==> src/rtl/fifo_rr_scheduler.sv <==
// Round-robin read scheduler for the per-port ingress FIFOs. It grants one FIFO
// at a time and forwards whole frames into a 2-entry valid/ready output queue.
module fifo_rr_scheduler #(
  parameter int unsigned NUM_PORTS  = 4,
  parameter int unsigned DATA_WIDTH = 9,
  parameter int unsigned ADDR_WIDTH = 4
) (
  input  logic                                clk,
  input  logic                                reset,
  input  logic [NUM_PORTS*(ADDR_WIDTH+1)-1:0] fifo_occu_out,
  input  logic [NUM_PORTS*DATA_WIDTH-1:0]     read_data_out,
  output logic [NUM_PORTS-1:0]                read_enable,
  output logic [DATA_WIDTH-1:0]               out_data,
  output logic                                out_valid,
  input  logic                                out_ready,
  output logic [$clog2(NUM_PORTS)-1:0]        grant_id,
  output logic                                busy
);
  localparam int unsigned OCC_W = ADDR_WIDTH + 1;
  localparam int unsigned GNT_W = $clog2(NUM_PORTS);

  typedef enum logic [1:0] {IDLE, ARB, XFER} state_t;

  state_t                state_q, state_d;
  logic [GNT_W-1:0]      ptr_q, ptr_d;
  logic [GNT_W-1:0]      grant_q, grant_d;
  logic                  inflight_q;
  logic [DATA_WIDTH-1:0] q_mem [2];
  logic                  q_rd_q, q_wr_q;
  logic [1:0]            q_cnt_q;

  logic [OCC_W-1:0]      occ   [NUM_PORTS];
  logic [DATA_WIDTH-1:0] rdata [NUM_PORTS];
  logic [NUM_PORTS-1:0]  nonempty;

  for (genvar i = 0; i < NUM_PORTS; i++) begin : g_slice
    assign occ[i]      = fifo_occu_out[i*OCC_W +: OCC_W];
    assign rdata[i]    = read_data_out[i*DATA_WIDTH +: DATA_WIDTH];
    assign nonempty[i] = (occ[i] != '0);
  end

  // First non-empty port at or after the round-robin pointer
  logic             pick_found;
  logic [GNT_W-1:0] pick_port;
  int unsigned      idx;
  always_comb begin
    pick_found = 1'b0;
    pick_port  = ptr_q;
    idx        = 0;
    for (int unsigned k = 0; k < NUM_PORTS; k++) begin
      idx = (32'(ptr_q) + k) % NUM_PORTS;
      if (!pick_found && nonempty[GNT_W'(idx)]) begin
        pick_found = 1'b1;
        pick_port  = GNT_W'(idx);
      end
    end
  end

  logic [OCC_W-1:0]      g_occ;
  logic [DATA_WIDTH-1:0] g_data;
  logic                  pop, push, cap_eof, rd_ok;
  logic [1:0]            cnt_after_pop;

  assign g_occ         = occ[grant_q];
  assign g_data        = rdata[grant_q];
  assign pop           = out_valid & out_ready;
  assign push          = inflight_q;
  assign cap_eof       = inflight_q & g_data[DATA_WIDTH-1];
  assign cnt_after_pop = q_cnt_q - 2'(pop);

  // Eof lookahead keeps the next frame's first word in the FIFO
  assign rd_ok = (state_q == XFER)
              && (g_occ > OCC_W'(inflight_q))
              && ((cnt_after_pop + 2'(inflight_q)) < 2'd2)
              && !cap_eof;

  always_comb begin
    state_d     = state_q;
    ptr_d       = ptr_q;
    grant_d     = grant_q;
    read_enable = '0;
    case (state_q)
      IDLE: if (|nonempty) state_d = ARB;
      ARB: begin
        if (pick_found) begin
          grant_d = pick_port;
          state_d = XFER;
        end else begin
          state_d = IDLE;
        end
      end
      XFER: begin
        if (rd_ok) read_enable = NUM_PORTS'(1) << grant_q;
        if (cap_eof) begin
          ptr_d   = (grant_q == GNT_W'(NUM_PORTS - 1)) ? '0 : grant_q + GNT_W'(1);
          state_d = ARB;
        end
      end
      default: state_d = IDLE;
    endcase
  end

  always_ff @(posedge clk or negedge reset) begin
    if (!reset) begin
      state_q <= IDLE;
      ptr_q   <= '0;
      grant_q <= '0;
    end else begin
      state_q <= state_d;
      ptr_q   <= ptr_d;
      grant_q <= grant_d;
    end
  end

  // Output queue; captures the word returned by last cycle's read
  always_ff @(posedge clk or negedge reset) begin
    if (!reset) begin
      inflight_q <= 1'b0;
      q_mem[0]   <= '0;
      q_mem[1]   <= '0;
      q_rd_q     <= 1'b0;
      q_wr_q     <= 1'b0;
      q_cnt_q    <= '0;
    end else begin
      inflight_q <= |read_enable;
      if (push) begin
        q_mem[q_wr_q] <= g_data;
        q_wr_q        <= ~q_wr_q;
      end
      if (pop) q_rd_q <= ~q_rd_q;
      q_cnt_q <= q_cnt_q + 2'(push) - 2'(pop);
    end
  end

  assign out_valid = (q_cnt_q != 2'd0);
  assign out_data  = q_mem[q_rd_q];
  assign grant_id  = grant_q;
  assign busy      = (state_q == XFER);

endmodule
==> config.mk <==
export PLATFORM = sky130hd
export DESIGN_NAME = fifo_rr_scheduler
export DESIGN_NICKNAME = d
export VERILOG_FILES = /design/src/rtl/fifo_rr_scheduler.sv
export SDC_FILE = /design/constraint.sdc
export NUM_CORES = 1
export LEC_CHECK = 0
export BUFFER_PORTS_ARGS = -buffer_cell sky130_fd_sc_hd__buf_2
export CORE_MARGIN = 4
export CORE_UTILIZATION = 49
export CTS_BUF_LIST = sky130_fd_sc_hd__clkbuf_8
export CTS_CLUSTER_DIAMETER = 80
export DETAILED_ROUTE_END_ITERATION = 6
export GPL_TIMING_DRIVEN = 1
export PLACE_DENSITY = 0.82
export SLEW_MARGIN = 20
export SYNTH_ARGS = -nofsm -noshare
export SYNTH_HDL_FRONTEND = slang
export SYNTH_SLANG_ARGS = --single-unit
==> constraint.sdc <==
create_clock -name clk -period 2.8 [get_ports clk]
set_input_delay 0.14 -clock clk [delete_from_list [all_inputs] [get_ports clk]]
set_output_delay 0.14 -clock clk [all_outputs]
set_load 0.005 [all_outputs]
==> results of run 1 <==
-- power by group through the flow --
stage / clock network [mW] / logic, mW / registers, mW
6_report: 0.319 / 0.963 / 0.785
5_1_grt: 0.344 / 1.06 / 0.816
3_3_place_gp: 0 / 0.953 / 0.776
3_5_place_dp: 0 / 0.975 / 0.787
2_1_floorplan: 0 / 0.723 / 0.724
4_1_cts: 0.327 / 0.982 / 0.785
-- synth_stat cells (all sizes together), types with 2 or more instances --
master / count / area, um2
xnor2: 2 / 17.5
ha: 7 / 87.6
mux2i: 2 / 20.0
nor2b: 5 / 31.3
nor4: 4 / 31.3
mux4: 11 / 248
nand2: 8 / 35.0
dfrtp: 29 / 726
buf: 3 / 21.3
clkbuf: 2 / 7.51
inv: 7 / 26.3
mux2: 28 / 315
o22ai: 2 / 12.5
xor2: 2 / 17.5
or2: 2 / 12.5
and2: 6 / 37.5
-- how the worst max path moves through the flow --
stage           startpoint             end  slack [ns]  cells after the start
4_1_cts         q_cnt_q[0]  read_enable[3]        0.20                     10
2_1_floorplan  grant_id[0]  read_enable[0]        0.56                      8
3_5_place_dp    q_cnt_q[0]  read_enable[3]        0.52                     10
5_1_grt         q_cnt_q[0]  read_enable[2]        0.09                     10
6_report        q_cnt_q[0]  read_enable[3]        0.23                     10
3_3_place_gp    q_cnt_q[0]  read_enable[3]        0.57                     10
-- flip-flops by register name (all words and copies together) (netlist names) --
name        count
grant_id        2
state_q         2
ptr_q           2
q_wr_q          1
inflight_q      1
q_mem          18
q_cnt_q         2
q_rd_q          1
-- routing by layer --
layer / vias up / GRT usage (%)
li1: 660 / -
met1: 669 / 22.4
met2: 64 / 29.6
met3: 5 / 4.43
met4: 0 / 5.96
met5: - / 0
-- cell type report --
cell class	instances	area share, %
clock inverter	3	0.604
multi-input combinational	94	43.2
timing repair buffer	78	17.6
tap	46	2.53
sequential	29	31.9
inverter	7	1.15
clock buffer	5	3.02
-- logic make-up (layout without fill, tap and decap cells) --
| group | after synthesis | in the layout | share of synthesized area [%] |
|---|---|---|---|
| adder cells (fa/ha/maj) | 7 | 7 | 4.96 |
| XOR/XNOR | 4 | 4 | 1.98 |
| flip-flops | 29 | 29 | 41.1 |
| AO/OA/AOI/OAI | 10 | 10 | 4.39 |
| buffers and inverters | 12 | 93 | 3.12 |
| AND/OR/NAND/NOR | 32 | 32 | 11.4 |
| multiplexers | 41 | 41 | 33.0 |
-- critical path, stage by stage (launching register included) --
cell     delay (ns)
dfrtp_1        0.37
or2_2          0.30
and2_1         0.18
ha_1           0.27
inv_1          0.04
ha_1           0.17
xnor2_1        0.17
xnor2_1        0.14
nor3_4         0.24
and2_1         0.15
buf_2          0.11
-- timing repair --
item,in CTS,in global routing
setup buffers,0,0
hold endpoints to repair,29,0
hold buffers,1,0
resized for setup,0,0
-- per-stage QoR --
stage	cell area [um2]	utilization [%]	instances	hold WS, ns
floorplan	1770	-	135	-0.156
global placement	2180	64.0	253	0.204
detailed placement	2180	64.0	253	0.201
CTS	2280	66.7	262	0.200
global route	2280	66.7	262	0.226
finish	2280	66.7	262	0.208
==> flow_metrics.tcl, run 1 <==
set metrics [dict create \
    p_sw_share_pct 33.9 \
    finalSetupViolCount 0 \
    hp-start "out_ready" \
    cts_tree "yes" \
    async_reset_ff_share_pct 100 \
    drcViolationCount 0 \
    vias_per_cell 5.34 \
    r2r_slack_ns 0.68 \
    dp_worst_setup_slack_ns 0.519 \
    p_clk_share_pct 15.4 \
    drt_first_pass_iters 4 \
    die-area_um2 4630 \
    outcome "completed" \
    fin_ws_ns 0.234 \
    hold_end "q_rd_q" \
    drt_wl_total_um 3890 \
    fmax_mhz 390 \
    final_common_cell "buf_2" \
    diodes 0 \
    period_share_pct 91.7 \
    final.setup.tns_ns 0 \
    hp-class "input pin to register" \
    synth_enable_flop_cells 0 \
    grt_pass1_vias 1381 \
    port_buffers 75 \
    internal_power_mw 1.37 \
    routabilityCongestion 0.849 \
    grt.overflow.total 0 \
    clk_latency_ns 0.27 \
    grt_max_degree 30 \
    fp.coreArea_um2 3420 \
    combPwrFrac_pct 46.6 \
    worst_r2r_endpoint "inflight_q" \
    seq_power_share_pct 38.0 \
    arrival_ns 2.43 \
    worst_setup_path_start_kind "register" \
    fp-row-count 21 \
    synth_seq_area_share_pct 41.1 \
    drv_slew 0 \
    rsz0062_at_grt "false" \
    power.density_nw_per_um2 908 \
    clock_skew_ns 0.00783 \
    netSwitchingPower_mw 0.701 \
    mostFrequentLayoutCells "buf_2 (75), dfrtp_1 (29), mux2_2 (27)" \
    drt-wirelength-per-cell_um 14.8 \
    met1Wirelength_um 1580 \
    drive_above_1_share_pct 59.7 \
    required_ns 2.66 \
    p_total_mw 2.07 \
    ys_types 36 \
    rr_worst_depth 9 \
    nNetsFinal 281 \
    track_usage_pct 17.7 \
    total_leakage_power_nw 1.09 \
    yosysWarnings 0 \
    period_minus_slack_ns 2.57 \
    start_util_pct 51.7 \
    clk_pin_slew_worst_paths_ns 0.06 \
    synth_ff_type "dfrtp_1" \
    first_iter_violations 19 \
    hold_viol 0 \
    cts-root-buf "clkbuf_8" \
    die_h_um 68.0 \
    synth.ff_latch_count 29 \
    ant_nets 0 \
    avgSynthCellArea_um2 13.1 \
    top_layer_used "met4" \
    grt_antenna_before_repair 0 \
    peakVddDrop_mv 0.493 \
    vias 1398 \
    die_width_um 68.0 \
    slew_headroom_pct 43.6 \
    syn_to_final_growth_pct 29.0 \
    syn_area_um2 1770 \
    cp_max_fo 5 \
    grt_pass1_wl_um 6080 \
    cts-buffers-inserted 5 \
    r2r-start "q_cnt_q[0]" \
    clock-sinks 29 \
    wl_met2_um 1910 \
    multi_input_area_um2 985 \
    synth_fp_nets 201 \
    fillCellCount 286 \
    synth_cells 135 \
    tightest_slew_ns 0.844 \
    critPathCaptureType "output pin" \
    dp_hpwl_um 3130 \
    clk_path_buf_depth 2 \
    whs_path_depth 3 \
    seq_area_um2 726 \
    ios 76 \
    maxCapViolations 0 \
    wl_met3_um 339 \
    crit_type "register to output pin" \
    htreeDepth 2 \
]
Note: power is estimated with default switching activity, not from simulation.
==> inputs of run 2 (changes only) <==
==> constraint.sdc (replaced) <==
create_clock -name clk -period 2.89 [get_ports clk]
set_input_delay 0.1445 -clock clk [delete_from_list [all_inputs] [get_ports clk]]
set_output_delay 0.1445 -clock clk [all_outputs]
set_load 0.005 [all_outputs]
==> run 2 against run 1 <==
  * Die area did not move
  * Clock power is 34% higher
  * Combinational power fell by 3.0%
  * Critical path depth did not move
  * Register-to-register slack improved by 0.10 ns
  * Clock skew shrank 0.0017 ns
  * Flip-flop and latch count stayed put
  * Final cell count did not move
  * Highest routed layer unchanged
==> flow_metrics.tcl, run 2 (synthesized netlist as in run 1, its figures left out) <==
set metrics [dict create \
    hold_viol 0 \
    maxCapViolations 0 \
    period_share_pct 89.5 \
    largest-register "q_mem" \
    mostFrequentLayoutCells "buf_2 (75), dfrtp_1 (29), mux2_2 (27)" \
    ios 76 \
    die_h_um 68.0 \
    ctsHoldBuffers 1 \
    clock-sinks 29 \
    tightest_slew_ns 0.800 \
    peakVddDrop_mv 0.492 \
    drv_slew 0 \
    cts-root-buf "clkbuf_8" \
    cts-buffers-inserted 5 \
    grt_max_degree 30 \
    cp_max_fo 5 \
    clk_latency_ns 0.28 \
    critPathCaptureType "output pin" \
    drt-wirelength-per-cell_um 15.3 \
    power.density_nw_per_um2 919 \
    fmax_mhz 386 \
    worst_setup_path_start_kind "register" \
    rsz0062_at_grt "false" \
    port_buffers 75 \
    final.setup.tns_ns 0 \
    required_ns 2.75 \
    routabilityCongestion 0.848 \
    drcViolationCount 0 \
    hp-class "input pin to register" \
    dp_cells 253 \
    period_minus_slack_ns 2.59 \
    vias_per_cell 5.31 \
    track_usage_pct 19.2 \
    final_common_cell "buf_2" \
    clk_path_buf_depth 2 \
    arrival_ns 2.44 \
    grt_pass1_vias 1390 \
    outcome "completed" \
    clk_pin_slew_worst_paths_ns 0.06 \
    utilization_pct 67.7 \
    largest_reg_flops 18 \
    crit_type "register to output pin" \
    post_cts_buffers 0 \
    ant_nets 0 \
    syn_to_final_growth_pct 30.9 \
    first_iter_violations 34 \
    grt_pass1_wl_um 6470 \
    total_leakage_power_nw 1.10 \
    drt_wl_total_um 4010 \
    die-area_um2 4630 \
    grt_antenna_before_repair 0 \
    vias 1390 \
    clock_skew_ns 0.00611 \
    final_cells 262 \
    drive_above_1_share_pct 59.7 \
    dp_hpwl_um 3100 \
    diodes 0 \
    fp.coreArea_um2 3420 \
    slew_headroom_pct 46.6 \
    cts_resized 0 \
    nNetsFinal 281 \
    die_width_um 68.0 \
    cts_tree "yes" \
    finalSetupViolCount 0 \
    start_util_pct 51.7 \
    fp-row-count 21 \
    drt_first_pass_iters 5 \
    grt.overflow.total 0 \
    htreeDepth 2 \
]
[run 2: changes by cell type in the layout (fill, tap and decap cells not counted), sizes merged]
cell and change:
clkbuf +1, clkinv -2, bufinv +1
[run 2: layer usage]
layer,up-vias,wire [um],track usage [%]
li1,655,-,-
met1,661,1600,23.5
met5,-,0,0
met3,6,327,5.58
met4,0,45,5.21
met2,68,2030,32.9
[run 2: worst max-delay path: stages, from the launching register on]
cell,delay [ns]
dfrtp_1,0.39
or2_2,0.28
and2_1,0.18
ha_1,0.27
inv_1,0.04
ha_1,0.18
xnor2_1,0.13
xnor2_1,0.17
nor3_4,0.24
and2_1,0.16
buf_2,0.12
[run 2: worst paths after layout]
check                           start        endpoint  slack [ns]  cells after the start
setup / recovery           q_cnt_q[1]  read_enable[1]        0.30                     10
hold / removal              out_ready          q_rd_q        0.20                      3
setup reg to reg           q_cnt_q[1]      inflight_q        0.78                      9
hold reg to reg            state_q[0]      state_q[0]        0.47                      1
max in group asynchronous       reset        q_mem[6]        2.04                      2
min in group asynchronous       reset          q_rd_q        0.42                      2
[run 2: cell type report]
type | count | area [um2]
inverter | 7 | 26.3
clock buffer | 6 | 82.6
timing repair buffer | 78 | 400
sequential | 29 | 726
fill | 288 | 1100
tap | 46 | 57.6
clock inverter | 2 | 33.8
multi-input combinational | 94 | 985
[run 2: per-stage QoR]
| step | hold slack (ns) | instance area, um2 | setup slack, ns | total power [mW] |
|---|---|---|---|---|
| 2_1_floorplan | -0.151 | 1770 | 0.641 | 1.40 |
| 5_1_grt | 0.211 | 2310 | 0.171 | 2.29 |
| 6_report | 0.197 | 2310 | 0.302 | 2.12 |
| 3_5_place_dp | 0.209 | 2180 | 0.611 | 1.70 |
| 3_3_place_gp | 0.204 | 2180 | 0.652 | 1.68 |
| 4_1_cts | 0.193 | 2310 | 0.268 | 2.15 |
[run 2: where the power goes]
part / switching, mW / internal, mW / leakage (nW)
Clock: 0.151 / 0.277 / 0.0626
Sequential: 0.155 / 0.607 / 0.349
Combinational: 0.382 / 0.552 / 0.692
==> inputs of run 3 (changes only) <==
--- a/config.mk
+++ b/config.mk
@@ -7,12 +7,12 @@
 export LEC_CHECK = 0
 export BUFFER_PORTS_ARGS = -buffer_cell sky130_fd_sc_hd__buf_2
 export CORE_MARGIN = 4
-export CORE_UTILIZATION = 49
+export CORE_UTILIZATION = 53
 export CTS_BUF_LIST = sky130_fd_sc_hd__clkbuf_8
 export CTS_CLUSTER_DIAMETER = 80
 export DETAILED_ROUTE_END_ITERATION = 6
 export GPL_TIMING_DRIVEN = 1
-export PLACE_DENSITY = 0.82
+export PLACE_DENSITY = 0.88
 export SLEW_MARGIN = 20
 export SYNTH_ARGS = -nofsm -noshare
 export SYNTH_HDL_FRONTEND = slang
==> constraint.sdc (replaced) <==
create_clock -name clk -period 3.05 [get_ports clk]
set_input_delay 0.1525 -clock clk [delete_from_list [all_inputs] [get_ports clk]]
set_output_delay 0.1525 -clock clk [all_outputs]
set_load 0.005 [all_outputs]
==> run 3 against run 2 <==
  * Clock power increased by 13%
  * Final area increased by 0.97%
  * Die area decreased by 6.7%
  * Non-clock buffer count increased by 1
  * Largest cell class unchanged
  * Largest power group unchanged
==> flow_metrics.tcl, run 3 (synthesized netlist as in run 1, its figures left out) <==
set metrics [dict create \
    total_leakage_power_nw 1.11 \
    grt_pass1_vias 1532 \
    peakVddDrop_mv 0.457 \
    tightest_slew_ns 0.795 \
    startpoint "q_cnt_q[0]" \
    cpMaxStageDelayCell "dfrtp_1" \
    hold_viol 0 \
    fmax_mhz 383 \
    period_share_pct 85.7 \
    drcViolationCount 0 \
    worst_setup_path_start_kind "register" \
    largest_reg_flops 18 \
    routabilityCongestion 0.833 \
    rr_worst_depth 9 \
    syn_to_final_growth_pct 32.2 \
    slew_headroom_pct 46.9 \
    period_minus_slack_ns 2.61 \
    fillCellCount 207 \
    largest-register "q_mem" \
    drv_slew 0 \
    drive_above_1_share_pct 60.4 \
    power.density_nw_per_um2 902 \
    cts-buffers-inserted 5 \
    crit_family "simple AND/OR/NAND/NOR gates" \
    path_cells "or2_2 -> and2_1 -> ha_1 -> inv_1 -> ha_1 -> xnor2_1 -> xnor2_1 -> nor3_4 -> and2_1 -> buf_2" \
    die_width_um 65.7 \
    post_cts_buffers 0 \
    htreeDepth 2 \
    clock-sinks 29 \
    cp_max_fo 5 \
    grt_max_degree 30 \
    required_ns 2.90 \
    crit_type "register to output pin" \
    outcome "completed" \
    drt-wirelength-per-cell_um 15.9 \
    final_common_cell "buf_2" \
    grt.overflow.total 0 \
    clk_pin_slew_worst_paths_ns 0.06 \
    first_iter_violations 37 \
    ios 76 \
    final.setup.tns_ns 0 \
    utilization_pct 74.6 \
    worst_r2r_endpoint "inflight_q" \
    cts_resized 0 \
    grt_pass1_wl_um 6930 \
    finalSetupViolCount 0 \
    cts-root-buf "clkbuf_8" \
    rsz0062_at_grt "false" \
    maxCapViolations 0 \
    nNetsFinal 282 \
    critPathCaptureType "output pin" \
    drt_first_pass_iters 4 \
    hp-class "input pin to register" \
    fp.coreArea_um2 3130 \
    r2r-start "q_cnt_q[0]" \
    start_util_pct 56.4 \
    clk_latency_ns 0.29 \
    r2r_slack_ns 0.90 \
    vias_per_cell 5.48 \
    vias 1429 \
    critical_path.max_stage_delay_ns 0.37 \
    arrival_ns 2.46 \
    grt_antenna_before_repair 0 \
    cp-endpoint "read_enable[0]" \
    ant_nets 0 \
    mostFrequentLayoutCells "buf_2 (75), dfrtp_1 (29), mux2_2 (27)" \
    cts_tree "yes" \
    worstSetupPathDepth 10 \
    crit_buf_inv 2 \
    clock_skew_ns 0.00304 \
    track_usage_pct 21.6 \
    die-area_um2 4320 \
    fp-row-count 20 \
    die_h_um 65.7 \
    dp_hpwl_um 3280 \
    diodes 0 \
    clk_path_buf_depth 2 \
    port_buffers 75 \
    drt_wl_total_um 4160 \
]
run 3: metrics by stage:
| step | hold WS, ns | std cells | power [mW] | instance area (um2) | setup slack [ns] |
|---|---|---|---|---|---|
| 6_report | 0.195 | 261 | 2.11 | 2330 | 0.437 |
| 5_1_grt | 0.204 | 261 | 2.26 | 2330 | 0.304 |
| 4_1_cts | 0.196 | 261 | 2.12 | 2330 | 0.404 |
| 3_5_place_dp | 0.217 | 252 | 1.63 | 2190 | 0.734 |
| 3_3_place_gp | 0.209 | 252 | 1.59 | 2190 | 0.799 |
| 2_1_floorplan | -0.143 | 135 | 1.33 | 1770 | 0.793 |
run 3: worst min-delay path by stage:
| stage | from | to | slack [ns] | cells past startpoint |
|---|---|---|---|---|
| final | out_ready | q_rd_q | 0.19 | 3 |
| after global routing | out_ready | q_rd_q | 0.20 | 3 |
| after CTS | out_ready | q_rd_q | 0.20 | 3 |
| after detailed placement | reset | q_rd_q | 0.22 | 1 |
| after global placement | reset | q_rd_q | 0.21 | 1 |
| after floorplan | reset | grant_id[0] | -0.14 | 0 |
run 3: worst min-delay path: stages:
cell    delay [ns]
buf_2         0.07
and2_1        0.15
xor2_1        0.07
run 3: per-layer routing:
layer  track usage [%]  share of wire, %  wire length [um]
met4              8.03               1.8                76
met2              35.5                51              2130
met3              7.01               7.1               294
met1              26.3                40              1660
met5                 0                 0                 0
run 3: repair_timing:
action | 4_1_cts | 5_1_grt
endpoints found under the setup margin | 0 | 0
hold buffers | 1 | 0
hold endpoints to repair | 29 | 0
run 3: power by group:
part	switching [mW]	total, mW	internal (mW)
registers	0.158	0.733	0.575
logic	0.359	0.890	0.531
clock network	0.157	0.482	0.324
total	0.675	2.11	1.43
run 3: cell type report:
cell class	instances	area, um2	area share [%]
repair buffers	79	408	17.5
multi-input cells	94	985	42.2
clock inverters	3	65.1	2.79
well taps	44	55.1	2.36
flip-flops and latches	29	726	31.1
clock buffers	5	68.8	2.95
inverters	7	26.3	1.13
